<file path="config.mk">
export PLATFORM = sky130hd
export DESIGN_NAME = clk_div_prog
export DESIGN_NICKNAME = d
export VERILOG_FILES = /design/src/rtl/clk_div_pkg.sv /design/src/rtl/clk_div_neg_stage.sv /design/src/rtl/clk_div_prog.sv
export SDC_FILE = /design/constraint.sdc
export NUM_CORES = 1
export LEC_CHECK = 0
export CORE_ASPECT_RATIO = 0.75
export CORE_MARGIN = 5
export CORE_UTILIZATION = 54
export CTS_CLUSTER_DIAMETER = 120
export DETAILED_ROUTE_END_ITERATION = 10
export GPL_ROUTABILITY_DRIVEN = 1
export PLACE_DENSITY = 0.77
export SETUP_SLACK_MARGIN = 0.3
export SLEW_MARGIN = 30
export SYNTH_ARGS = -nofsm -noshare
export SYNTH_HDL_FRONTEND = slang
export SYNTH_HIERARCHICAL = 1
export SYNTH_SLANG_ARGS = --single-unit
</file>
<file path="constraint.sdc">
create_clock -name clk -period 2.8 [get_ports clk]
set_clock_uncertainty 0.1 [all_clocks]
set_input_delay 0.42 -clock clk [delete_from_list [all_inputs] [get_ports clk]]
set_output_delay 0.42 -clock clk [all_outputs]
set_load 0.05 [all_outputs]
</file>
<file path="src/rtl/clk_div_pkg.sv">
// Shared types and helpers for the programmable clock divider.
// Provides the run/idle state enum, the minimum ratio and the ratio clamp.
package clk_div_pkg;

    typedef enum logic {
        IDLE,
        RUN
    } state_t;

    localparam int unsigned MIN_DIV = 2;

    // Ratios below MIN_DIV cannot form a high and a low phase.
    function automatic int unsigned clamp_div(input int unsigned d);
        return (d < MIN_DIV) ? MIN_DIV : d;
    endfunction

endpackage

</file>
<file path="src/rtl/clk_div_neg_stage.sv">
// Falling-edge re-register of the divider high phase (odd-ratio 50% duty).
// Ports: clk, rst (async active-low), d (posedge high phase), q (delayed by 1/2 clk).
// Only built when CLK_DIV_DUTY50_EN is defined.
`ifdef CLK_DIV_DUTY50_EN
module clk_div_neg_stage (
    input  logic clk,
    input  logic rst,
    input  logic d,
    output logic q
);

    always_ff @(negedge clk or negedge rst) begin
        if (!rst) q <= 1'b0;
        else      q <= d;
    end

endmodule
`endif

</file>
<file path="src/rtl/clk_div_prog.sv">
// Programmable integer clock divider: runtime reload, clean stop, period tick.
// Ports: clk, rst (async active-low), en, load, div[CNT_W] -> out_clk, tick,
// ratio[CNT_W], busy. Macro CLK_DIV_DUTY50_EN adds 50% duty for odd ratios.
import clk_div_pkg::*;

module clk_div_prog #(
    parameter int unsigned CNT_W     = 8,
    parameter int unsigned RESET_DIV = 8
) (
    input  logic             clk,
    input  logic             rst,
    input  logic             en,
    input  logic             load,
    input  logic [CNT_W-1:0] div,
    output logic             out_clk,
    output logic             tick,
    output logic [CNT_W-1:0] ratio,
    output logic             busy
);

    localparam logic [CNT_W-1:0] RST_RATIO = CNT_W'(clamp_div(RESET_DIV));

    state_t           state_q, state_d;
    logic [CNT_W-1:0] cnt_q, cnt_d;
    logic [CNT_W-1:0] ratio_q, ratio_d;
    logic [CNT_W-1:0] pend_q, pend_d;
    logic             busy_q, busy_d;
    logic             pos_q, pos_d;
    logic             tick_q, tick_d;

    logic [CNT_W-1:0] div_c;
    logic [CNT_W-1:0] cnt_inc;
    logic             wrap;

    assign div_c   = CNT_W'(clamp_div(32'(div)));
    assign cnt_inc = cnt_q + CNT_W'(1);
    assign wrap    = (cnt_q == ratio_q - CNT_W'(1));

    always_comb begin
        state_d = state_q;
        cnt_d   = cnt_q;
        ratio_d = ratio_q;
        pend_d  = pend_q;
        busy_d  = busy_q;
        pos_d   = 1'b0;
        tick_d  = 1'b0;
        unique case (state_q)
            IDLE: begin
                cnt_d = '0;
                if (busy_q) ratio_d = pend_q;
                busy_d = 1'b0;
                if (load) begin
                    pend_d = div_c;
                    busy_d = 1'b1;
                end
                if (en) begin
                    state_d = RUN;
                    pos_d   = 1'b1;
                    tick_d  = 1'b1;
                end
            end
            RUN: begin
                if (wrap) begin
                    // A load in the wrap cycle takes effect at this wrap.
                    if (load) begin
                        ratio_d = div_c;
                        busy_d  = 1'b0;
                    end else if (busy_q) begin
                        ratio_d = pend_q;
                        busy_d  = 1'b0;
                    end
                    cnt_d = '0;
                    if (en) begin
                        pos_d  = 1'b1;
                        tick_d = 1'b1;
                    end else begin
                        state_d = IDLE;
                    end
                end else begin
                    cnt_d = cnt_inc;
                    pos_d = (cnt_inc < (ratio_q >> 1));
                    if (load) begin
                        pend_d = div_c;
                        busy_d = 1'b1;
                    end
                end
            end
            default: ;
        endcase
    end

    always_ff @(posedge clk or negedge rst) begin
        if (!rst) begin
            state_q <= IDLE;
            cnt_q   <= '0;
            ratio_q <= RST_RATIO;
            pend_q  <= RST_RATIO;
            busy_q  <= 1'b0;
            pos_q   <= 1'b0;
            tick_q  <= 1'b0;
        end else begin
            state_q <= state_d;
            cnt_q   <= cnt_d;
            ratio_q <= ratio_d;
            pend_q  <= pend_d;
            busy_q  <= busy_d;
            pos_q   <= pos_d;
            tick_q  <= tick_d;
        end
    end

`ifdef CLK_DIV_DUTY50_EN
    logic neg_q;

    clk_div_neg_stage u_neg (
        .clk (clk),
        .rst (rst),
        .d   (pos_q),
        .q   (neg_q)
    );

    // Odd ratios stretch the high phase by half a clk via the negedge copy.
    assign out_clk = ratio_q[0] ? (pos_q | neg_q) : pos_q;
`else
    assign out_clk = pos_q;
`endif

    assign tick  = tick_q;
    assign ratio = ratio_q;
    assign busy  = busy_q;

endmodule

</file>
# Word-level counts from Yosys, hierarchy flattened
# Cells that the tools add are included.
[totals]
reg_bits = 28
elab_cells = 37
inputBits = 12
[op_classes]
eq_ne = 4
mux = 21
addsub = 2
magnitude_cmp = 2
bitwise = 1
[op_table]
columns = ["operator", "n"]
rows = [
  ["2-to-1 mux 8 bit", 7],
  ["one-hot mux 8 bit (2 select lines)", 3],
  ["adder 8 x 1 -> 8 bit, second input constant", 1],
  ["equality test 8 bit", 1],
  ["less-than comparator 8 x 2 -> 1 bit, second input constant", 1],
  ["less-than comparator 8 x 7 -> 1 bit", 1],
  ["one-hot mux 1 bit (2 select lines)", 4],
  ["subtractor 8 x 1 -> 8 bit, second input constant", 1],
  ["2-to-1 mux 1 bit", 7],
  ["inequality test 3 x 2 -> 1 bit, second input constant", 1],
  ["inequality test 2 x 1 -> 1 bit, second input constant", 1],
  ["inequality test 2 bit, second input constant", 1],
  ["NOT 1 bit", 1],
]

# Logic depth before layout (Yosys ltp)
# Gate-level depths: netlist of the first run.
[depth]
depth_word = 5
mapped_depth = 9

# Least setup slack after synthesis of the first run
# No wires, ideal clock.
[synth_timing]
path_type = "reg2reg"
from = "register ratio_q[0], in the netlist ratio[0]"
to = "register pos_q, in the netlist out_clk"
t_arrival_ns = 2.469
slack_ns = 0.106
path_buffers = 1
path_stages_with_launch = 9
period_less_slack_ns = 2.694
required_time_ns = 2.575
path_cell_list = "dfrtp_1 -> inv_1 -> ha_1 -> or3b_2 -> nor3_1 -> xnor2_1 -> a41o_1 -> buf_6 -> mux2_2"
[synth_via]
elab_chain_len = 4
[synth_rtl]
columns = ["item", "line_no", "source"]
rows = [
  ["start: declaration", "clk_div_prog.sv:25", "logic [CNT_W-1:0] ratio_q, ratio_d;"],
  ["start signal: assignment", "clk_div_prog.sv:104", "ratio_q <= ratio_d;"],
  ["subtractor 8 x 1 -> 8 bit", "clk_div_prog.sv:37", "assign wrap = (cnt_q == ratio_q - CNT_W'(1));"],
  ["equality test 8 bit", "clk_div_prog.sv:37", ""],
  ["2-to-1 mux 1 bit", "clk_div_prog.sv:63", "if (wrap) begin"],
  ["one-hot mux 1 bit (2 select lines)", "clk_div_prog.sv:47", "unique case (state_q)"],
  ["via pos_d", "clk_div_prog.sv:28", "logic pos_q, pos_d;"],
  ["end signal: assignment", "clk_div_prog.sv:107", "pos_q <= pos_d;"],
  ["end: declaration", "clk_div_prog.sv:28", ""],
]
# The timed path passes the listed nets, and every way through them passes these cells.
# A chain may end at the register's enable or synchronous reset.

# Worst setup path after layout of the first run
[layout_timing]
from = "register ratio_q[2], in the netlist ratio[2]"
to = "register pend_q[5]"
[layout_via]
elab_chain_len = 3
[layout_rtl]
columns = ["item", "line_no", "source"]
rows = [
  ["subtractor 8 x 1 -> 8 bit", "clk_div_prog.sv:37", ""],
  ["equality test 8 bit", "clk_div_prog.sv:37", ""],
  ["inequality test 2 bit (no line)", "--", ""],
  ["end signal: assignment", "clk_div_prog.sv:105", "pend_q <= pend_d;"],
  ["end: declaration", "clk_div_prog.sv:26", "logic [CNT_W-1:0] pend_q, pend_d;"],
]
# Every way passes these cells.

==> summary.md, run 1 <==
| Metric | Value |
|---|---|
| Number of buffer cells added on primary ports | 22 |
| Stages on the worst setup path | 5 |
| Combined global-route utilization of all metal layers | 0.1860 |
| Most area-hungry cell type in the Yosys netlist | sky130_fd_sc_hd__dfrtp_1 |
| Number of vias per cell after detailed routing | 5.739 |
| Hold-fix buffers at CTS | 0 |
| Power density over the cells | 348.8 nW/um^2 |
| Die span in y | 58.46 um |
| Post-Syn Nets | 187 |
| Remaining antenna violation count | 0 |
| Worst flop-to-flop path startpoint | ratio[2] |
| Distinct cell type count of the synthesized netlist | 35 |
| Achievable frequency | 0.4132 GHz |
| Capture point of the worst reg-to-reg path | pend_q[5] |
| Synthesis-stage register bit count | 28 |
| TritonCTS clock tree | yes |
| Number of sinks on the clock net | 28 |
| Post-synthesis instance total | 167 |
| Site row count | 17 |
| Gr ovfl total | 0 |
| Part of the cycle the worst path needs | 0.8644 |
| Most frequent standard cell in the layout excluding fill and tap cells | sky130_fd_sc_hd__dfrtp_1 |
| Clk Tree Root Cell | sky130_fd_sc_hd__clkbuf_8 |
| Master of the slowest instance on the critical path | sky130_fd_sc_hd__or4_1 |
| Worst min-delay path class | input pin to async pin |
| Routability congestion estimate from global placement | 0.7860 |
| X dimension of the die | 74.61 um |
| Cell types occupying the most area after synthesis | sky130_fd_sc_hd__dfrtp_1, sky130_fd_sc_hd__mux2_2, sky130_fd_sc_hd__ha_1 |
| Max-capacitance violation count | 0 |
| Number of top-level pins | 23 |
| Crit path kind | register to register |
| Drt drc | 0 |
| Area delta synth->final | 23.09% |
| Endpoints failing hold | 0 |
| Via total after detailed routing | 1,343 |
| TritonCTS Buffers | 3 |
| Top fanout value on the critical path | 6 |
| Period minus WS final | 2420 ps |
| Crit. End Element | register |
| Crit-path leading delay family | compound AO/OA/AOI/OAI gates |
| Setup Total Neg Slack | 0 ps |
| Highest cell delay on the worst timing path | 590 ps |
| Post-detailed-route wirelength per cell | 15.96 um |
| Measured slew at the worst slew-check pin | 512.9 ps |
| Non-filler cells in the finished layout | 234 |
| Antenna violations before repair | 0 |
| Share of post-route cells with drive strength above 1 | 0.1786 |
| Static Leakage | 0.9726 nW |
| Largest net degree at the start of global routing | 29 |
| Post-CTS clock slew at the launch and capture registers of the worst setup and hold paths | 90 ps |
| Headroom to the max-slew limit | 0.6570 |
| Number of detailed-routing iterations run before antenna repair | 4 |
| Worst Hold Slack | 409.6 ps |
| Starting utilization of the core area | 0.5676 |
| Sequential area share after synthesis | 0.4160 |
| Path depth of the worst reg2reg path | 5 |
| Half-perimeter wire length after placement | 2709 um |
| Vias in the first global route | 1,320 |
| Sum of buffers and inverters on the critical path | 1 |
| Kind of start point of the critical path | register |
| Total core area | 2978 um^2 |
| Average cell area after synthesis | 10.12 um^2 |
| Number of DRC violations after detailed-routing iteration 0 | 55 |
| Result of the run | complete, no violations |
| Antenna cells | 0 |
| Nets | 217 |
| Worst IR drop on VDD | 0.0003148 V |
| Total wire length after detailed routing | 3734 um |
| Data arrival time of the critical path | 2490 ps |
| Global-route wire length before repair | 6196 um |
| Clk buf depth | 2 |
| Final setup violation count | 0 |
| Share of the synthesized area in the top cell type | 0.3849 |
| Synthesis Warnings | 6 |
| Commonest cells after routing, fill and taps aside | sky130_fd_sc_hd__dfrtp_1, sky130_fd_sc_hd__clkdlybuf4s50_1, sky130_fd_sc_hd__nand2_1 |
| RSZ-0062 raised after global routing | false |
| Total power after layout | 0.0007258 W |
| Crit path cell chain | or4_1 > o41a_1 > a41oi_4 > buf_4 > mux2_2 |
| Clock insertion delay at the later pin of the skew report | 280 ps |
| Register-to-register setup slack | 380 ps |
| CP Data Required Time | 2870 ps |
| Post-synthesis instance area | 1690 um^2 |
| Placed cell count | 224 |
| Total die area | 4361 um^2 |
| H-tree Lvls | 1 |
| Total count of max-transition violations in the final report | 0 |
| Fill cells | 216 |
==> registers in the layout (all words and copies together), names as in the netlist <==
register	count
tick	1
busy	1
state_q	1
cnt_q	8
ratio	8
out_clk	1
pend_q	8
==> worst reg2reg max path, delay by kind of cell, from the launching register on <==
family	cells	cell delay, ps
flops	1	450
mux	1	330
simple gates	1	590
buf+inv	1	160
compound gates	2	670
==> through the flow <==
stage               cell area, um^2  worst slack [ps]  utilization
detailed placement             1971             214.9       0.6618
global route                   2081             298.3       0.6987
CTS                            2039             311.9       0.6849
global placement               1971             270.1       0.6618
floorplan                      1714             304.2            -
finish                         2081             379.8       0.6987
==> layer usage <==
layer,part of all wire,track usage,vias up
li1,-,-,639
met1,0.48,0.2481,669
met2,0.46,0.2904,30
met3,0.047,0.05461,5
met4,0.013,0.06091,0
met5,0,0,-
==> cells by family (layout without fill, tap and decap cells) <==
| kind of cell | Yosys count | after routing | synth area share |
|---|---|---|---|
| simple gates | 48 | 48 | 0.1495 |
| compound gates | 30 | 30 | 0.1281 |
| flops | 28 | 28 | 0.4160 |
| buf+inv | 19 | 48 | 0.05107 |
| mux | 18 | 18 | 0.1133 |
| xor+xnor | 16 | 16 | 0.08290 |
| fa+ha+maj | 8 | 8 | 0.05922 |
==> final cells by class <==
| class | count | area (um^2) | area share |
|---|---|---|---|
| repair buffers | 32 | 295.3 | 0.1419 |
| inverters | 12 | 45.04 | 0.02165 |
| clock buffers | 4 | 45.04 | 0.02165 |
| flip-flops and latches | 28 | 705.7 | 0.3391 |
| multi-input cells | 120 | 942.2 | 0.4528 |
| well taps | 38 | 47.55 | 0.02285 |
==> cells in the mapped netlist, drive strengths merged <==
library cell / count
dfrtp: 26
nand2: 14
inv: 12
o21ai: 10
mux2: 9
mux2i: 9
xor2: 9
ha: 8
nor2: 8
xnor2: 7
nor2b: 6
o211ai: 6
clkbuf: 5
a21oi: 4
and3: 4
and2: 3
o22ai: 3
and4: 2
buf: 2
dfstp: 2
nand2b: 2
nor3: 2
or4: 2
a21bo: 1
a21o: 1
a41o: 1
a41oi: 1
nand3: 1
nand3b: 1
nand4: 1
nor4: 1
o2111ai: 1
o21bai: 1
o41a: 1
or3b: 1
==> power by group <==
group          total (W)  internal (W)  switching, W
combinational  0.0000703     0.0000384     0.0000320
sequential      0.000423      0.000417    0.00000602
clock           0.000233      0.000102      0.000130
total           0.000726      0.000558      0.000168
==> worst max path at each step <==
stage,from,endpoint,slack [ps]
2_1_floorplan,ratio[2],pend_q[2],300
3_3_place_gp,ratio[1],ratio[7],270
3_5_place_dp,ratio[1],ratio[4],210
4_1_cts,ratio[1],ratio[5],310
5_1_grt,ratio[1],ratio[4],300
6_report,ratio[2],pend_q[5],380
==> repair_timing <==
action	CTS	global route
resized for setup	1	3
gates cloned	0	0
endpoints found under the setup margin	14	14
buffers inserted	3	3
pin swaps	1	2
Note: power is estimated with default switching activity, not from simulation.
==> inputs of run 2 (changes only) <==
--- a/config.mk
+++ b/config.mk
@@ -8,6 +8,7 @@
 export CORE_ASPECT_RATIO = 0.75
 export CORE_MARGIN = 5
 export CORE_UTILIZATION = 54
+export CTS_BUF_LIST = sky130_fd_sc_hd__clkbuf_16
 export CTS_CLUSTER_DIAMETER = 120
 export DETAILED_ROUTE_END_ITERATION = 10
 export GPL_ROUTABILITY_DRIVEN = 1
==> run 2 against run 1 <==
  * First-iteration DRC count grew 71%
  * Wire length about the same
  * Critical path type unchanged
  * Sequential power about the same
  * Clock power is 41% higher
  * Largest cell class unchanged
  * Setup slack improved by 5.1 ps
  * Final cell count unchanged
==> summary.md, run 2 (synthesized netlist as in run 1, its figures left out) <==
| Metric | Value |
|---|---|
| Result of the run | complete, no violations |
| Path depth of the worst reg2reg path | 5 (unchanged) |
| Half-perimeter wire length after placement | 2709 um (unchanged) |
| Fill cells | 215 (-0.46%) |
| Drt drc | 0 (unchanged) |
| Remaining antenna violation count | 0 (unchanged) |
| Worst IR drop on VDD | 0.0004112 V (+31%) |
| TritonCTS Buffers | 3 (unchanged) |
| Hold-fix buffers at CTS | 0 (unchanged) |
| Power density over the cells | 389.0 nW/um^2 (+12%) |
| Master of the slowest instance on the critical path | sky130_fd_sc_hd__or4_1 |
| Number of DRC violations after detailed-routing iteration 0 | 94 (+71%) |
| Antenna cells | 0 (unchanged) |
| Hold Path Stages | 1 |
| Die span in y | 58.46 um (unchanged) |
| Global-route wire length before repair | 6244 um (+0.77%) |
| Starting utilization of the core area | 0.5676 (unchanged) |
| CP Data Required Time | 2850 ps (-20 ps) |
| Total count of max-transition violations in the final report | 0 (unchanged) |
| Setup Total Neg Slack | 0 ps (unchanged) |
| X dimension of the die | 74.61 um (unchanged) |
| Non-filler cells in the finished layout | 234 (unchanged) |
| Commonest cells after routing, fill and taps aside | sky130_fd_sc_hd__dfrtp_1, sky130_fd_sc_hd__clkdlybuf4s50_1, sky130_fd_sc_hd__nand2_1 |
| Number of buffer cells added on primary ports | 22 (unchanged) |
| Vias in the first global route | 1,352 (+2.4%) |
| Number of detailed-routing iterations run before antenna repair | 4 (unchanged) |
| Highest cell delay on the worst timing path | 590 ps (about the same) |
| Top fanout value on the critical path | 6 (unchanged) |
| Most frequent standard cell in the layout excluding fill and tap cells | sky130_fd_sc_hd__dfrtp_1 |
| RSZ-0062 raised after global routing | false |
| Worst Hold Slack | 409.6 ps (+0.04200 ps) |
| Endpoints failing hold | 0 (unchanged) |
| Total core area | 2978 um^2 (unchanged) |
| H-tree Lvls | 1 (unchanged) |
| Period minus WS final | 2415 ps (-5.107 ps) |
| Part of the cycle the worst path needs | 0.8625 (-0.001824) |
| Post-CTS clock slew at the launch and capture registers of the worst setup and hold paths | 70 ps (-20 ps) |
| Area delta synth->final | 25.09% |
| Data arrival time of the critical path | 2470 ps (-20 ps) |
| Via total after detailed routing | 1,336 (-0.52%) |
| Number of sinks on the clock net | 28 (unchanged) |
| Clock insertion delay at the later pin of the skew report | 260 ps (-20 ps) |
| Clk buf depth | 2 (unchanged) |
| Post-detailed-route wirelength per cell | 15.94 um (about the same) |
| Share of post-route cells with drive strength above 1 | 0.1786 (unchanged) |
| TritonCTS clock tree | yes |
| Total die area | 4361 um^2 (unchanged) |
| Clk Tree Root Cell | sky130_fd_sc_hd__clkbuf_16 |
| Placed cell count | 224 (unchanged) |
| Gr ovfl total | 0 (unchanged) |
| Static Leakage | 0.9921 nW (+2.0%) |
| Area used by multi-input combinational logic | 942.2 um^2 (unchanged) |
| Nets | 217 (unchanged) |
| Routability congestion estimate from global placement | 0.7860 (unchanged) |
| Largest net degree at the start of global routing | 29 (unchanged) |
| Crit. End Element | register |
| Final setup violation count | 0 (unchanged) |
| Register-to-register setup slack | 380 ps (about the same) |
| Headroom to the max-slew limit | 0.6567 (about the same) |
| Combined global-route utilization of all metal layers | 0.1860 (unchanged) |
| Achievable frequency | 0.4141 GHz (+0.21%) |
| Kind of start point of the critical path | register |
| Number of top-level pins | 23 (unchanged) |
| Worst min-delay path class | register to register |
| Total wire length after detailed routing | 3731 um (about the same) |
| Crit path kind | register to register |
| Site row count | 17 (unchanged) |
| Number of vias per cell after detailed routing | 5.709 (-0.52%) |
| Reg area | 705.7 um^2 (unchanged) |
| Crit path cell chain | or4_1 > o41a_1 > a41oi_4 > buf_4 > mux2_2 |
| Max-capacitance violation count | 0 (unchanged) |
| Antenna violations before repair | 0 (unchanged) |
| Measured slew at the worst slew-check pin | 513.3 ps (+0.4386 ps) |
run 2: path summary, 6_finish.rpt:
check | startpoint | end
min in group asynchronous | rst | cnt_q[4]
max | ratio[2] | pend_q[5]
min reg2reg | pend_q[0] | pend_q[0]
max in group asynchronous | rst | pend_q[3]
max reg2reg | ratio[2] | pend_q[5]
min | pend_q[0] | pend_q[0]
run 2: per-layer routing:
metal / vias to the layer above / wire length [um] / track usage
met5: - / 0 / 0
met3: 4 / 148 / 0.04949
met1: 660 / 1819 / 0.2471
li1: 645 / - / -
met2: 27 / 1718 / 0.2979
met4: 0 / 44 / 0.05584
run 2: layout make-up:
cell class,instances,share of cell area
multi-input combinational,120,0.4456
sequential,28,0.3337
timing repair buffer,32,0.1396
clock buffer,3,0.03550
tap,38,0.02249
inverter,12,0.02130
clock inverter,1,0.001775
run 2: critical path, delay by kind of cell (launching register included):
kind / cells / cell delay (ps)
multiplexers: 1 / 330
AO/OA/AOI/OAI: 2 / 670
AND/OR/NAND/NOR: 1 / 590
flip-flops: 1 / 440
buffers and inverters: 1 / 170
run 2: timing repair:
action	in CTS	in global routing
buffers inserted	3	3
pin swaps	1	2
resized for setup	1	3
endpoints found under the setup margin	13	13
run 2: through the flow:
| stage | util | cell area [um^2] | worst slack (ps) | power, W |
|---|---|---|---|---|
| 2_1_floorplan | - | 1714 | 304.2 | 0.0004633 |
| 3_3_place_gp | 0.6618 | 1971 | 270.1 | 0.0004958 |
| 3_5_place_dp | 0.6618 | 1971 | 214.9 | 0.0004976 |
| 4_1_cts | 0.6962 | 2073 | 301.2 | 0.0008271 |
| 5_1_grt | 0.7101 | 2115 | 305.8 | 0.0008585 |
| 6_report | 0.7101 | 2115 | 384.9 | 0.0008226 |
run 2: report_power, final:
| group | internal (W) | switching (W) | total [W] |
|---|---|---|---|
| logic | 0.0000384 | 0.0000322 | 0.0000705 |
| clock network | 0.000192 | 0.000137 | 0.000329 |
| registers | 0.000417 | 0.00000597 | 0.000423 |
| total | 0.000647 | 0.000176 | 0.000823 |
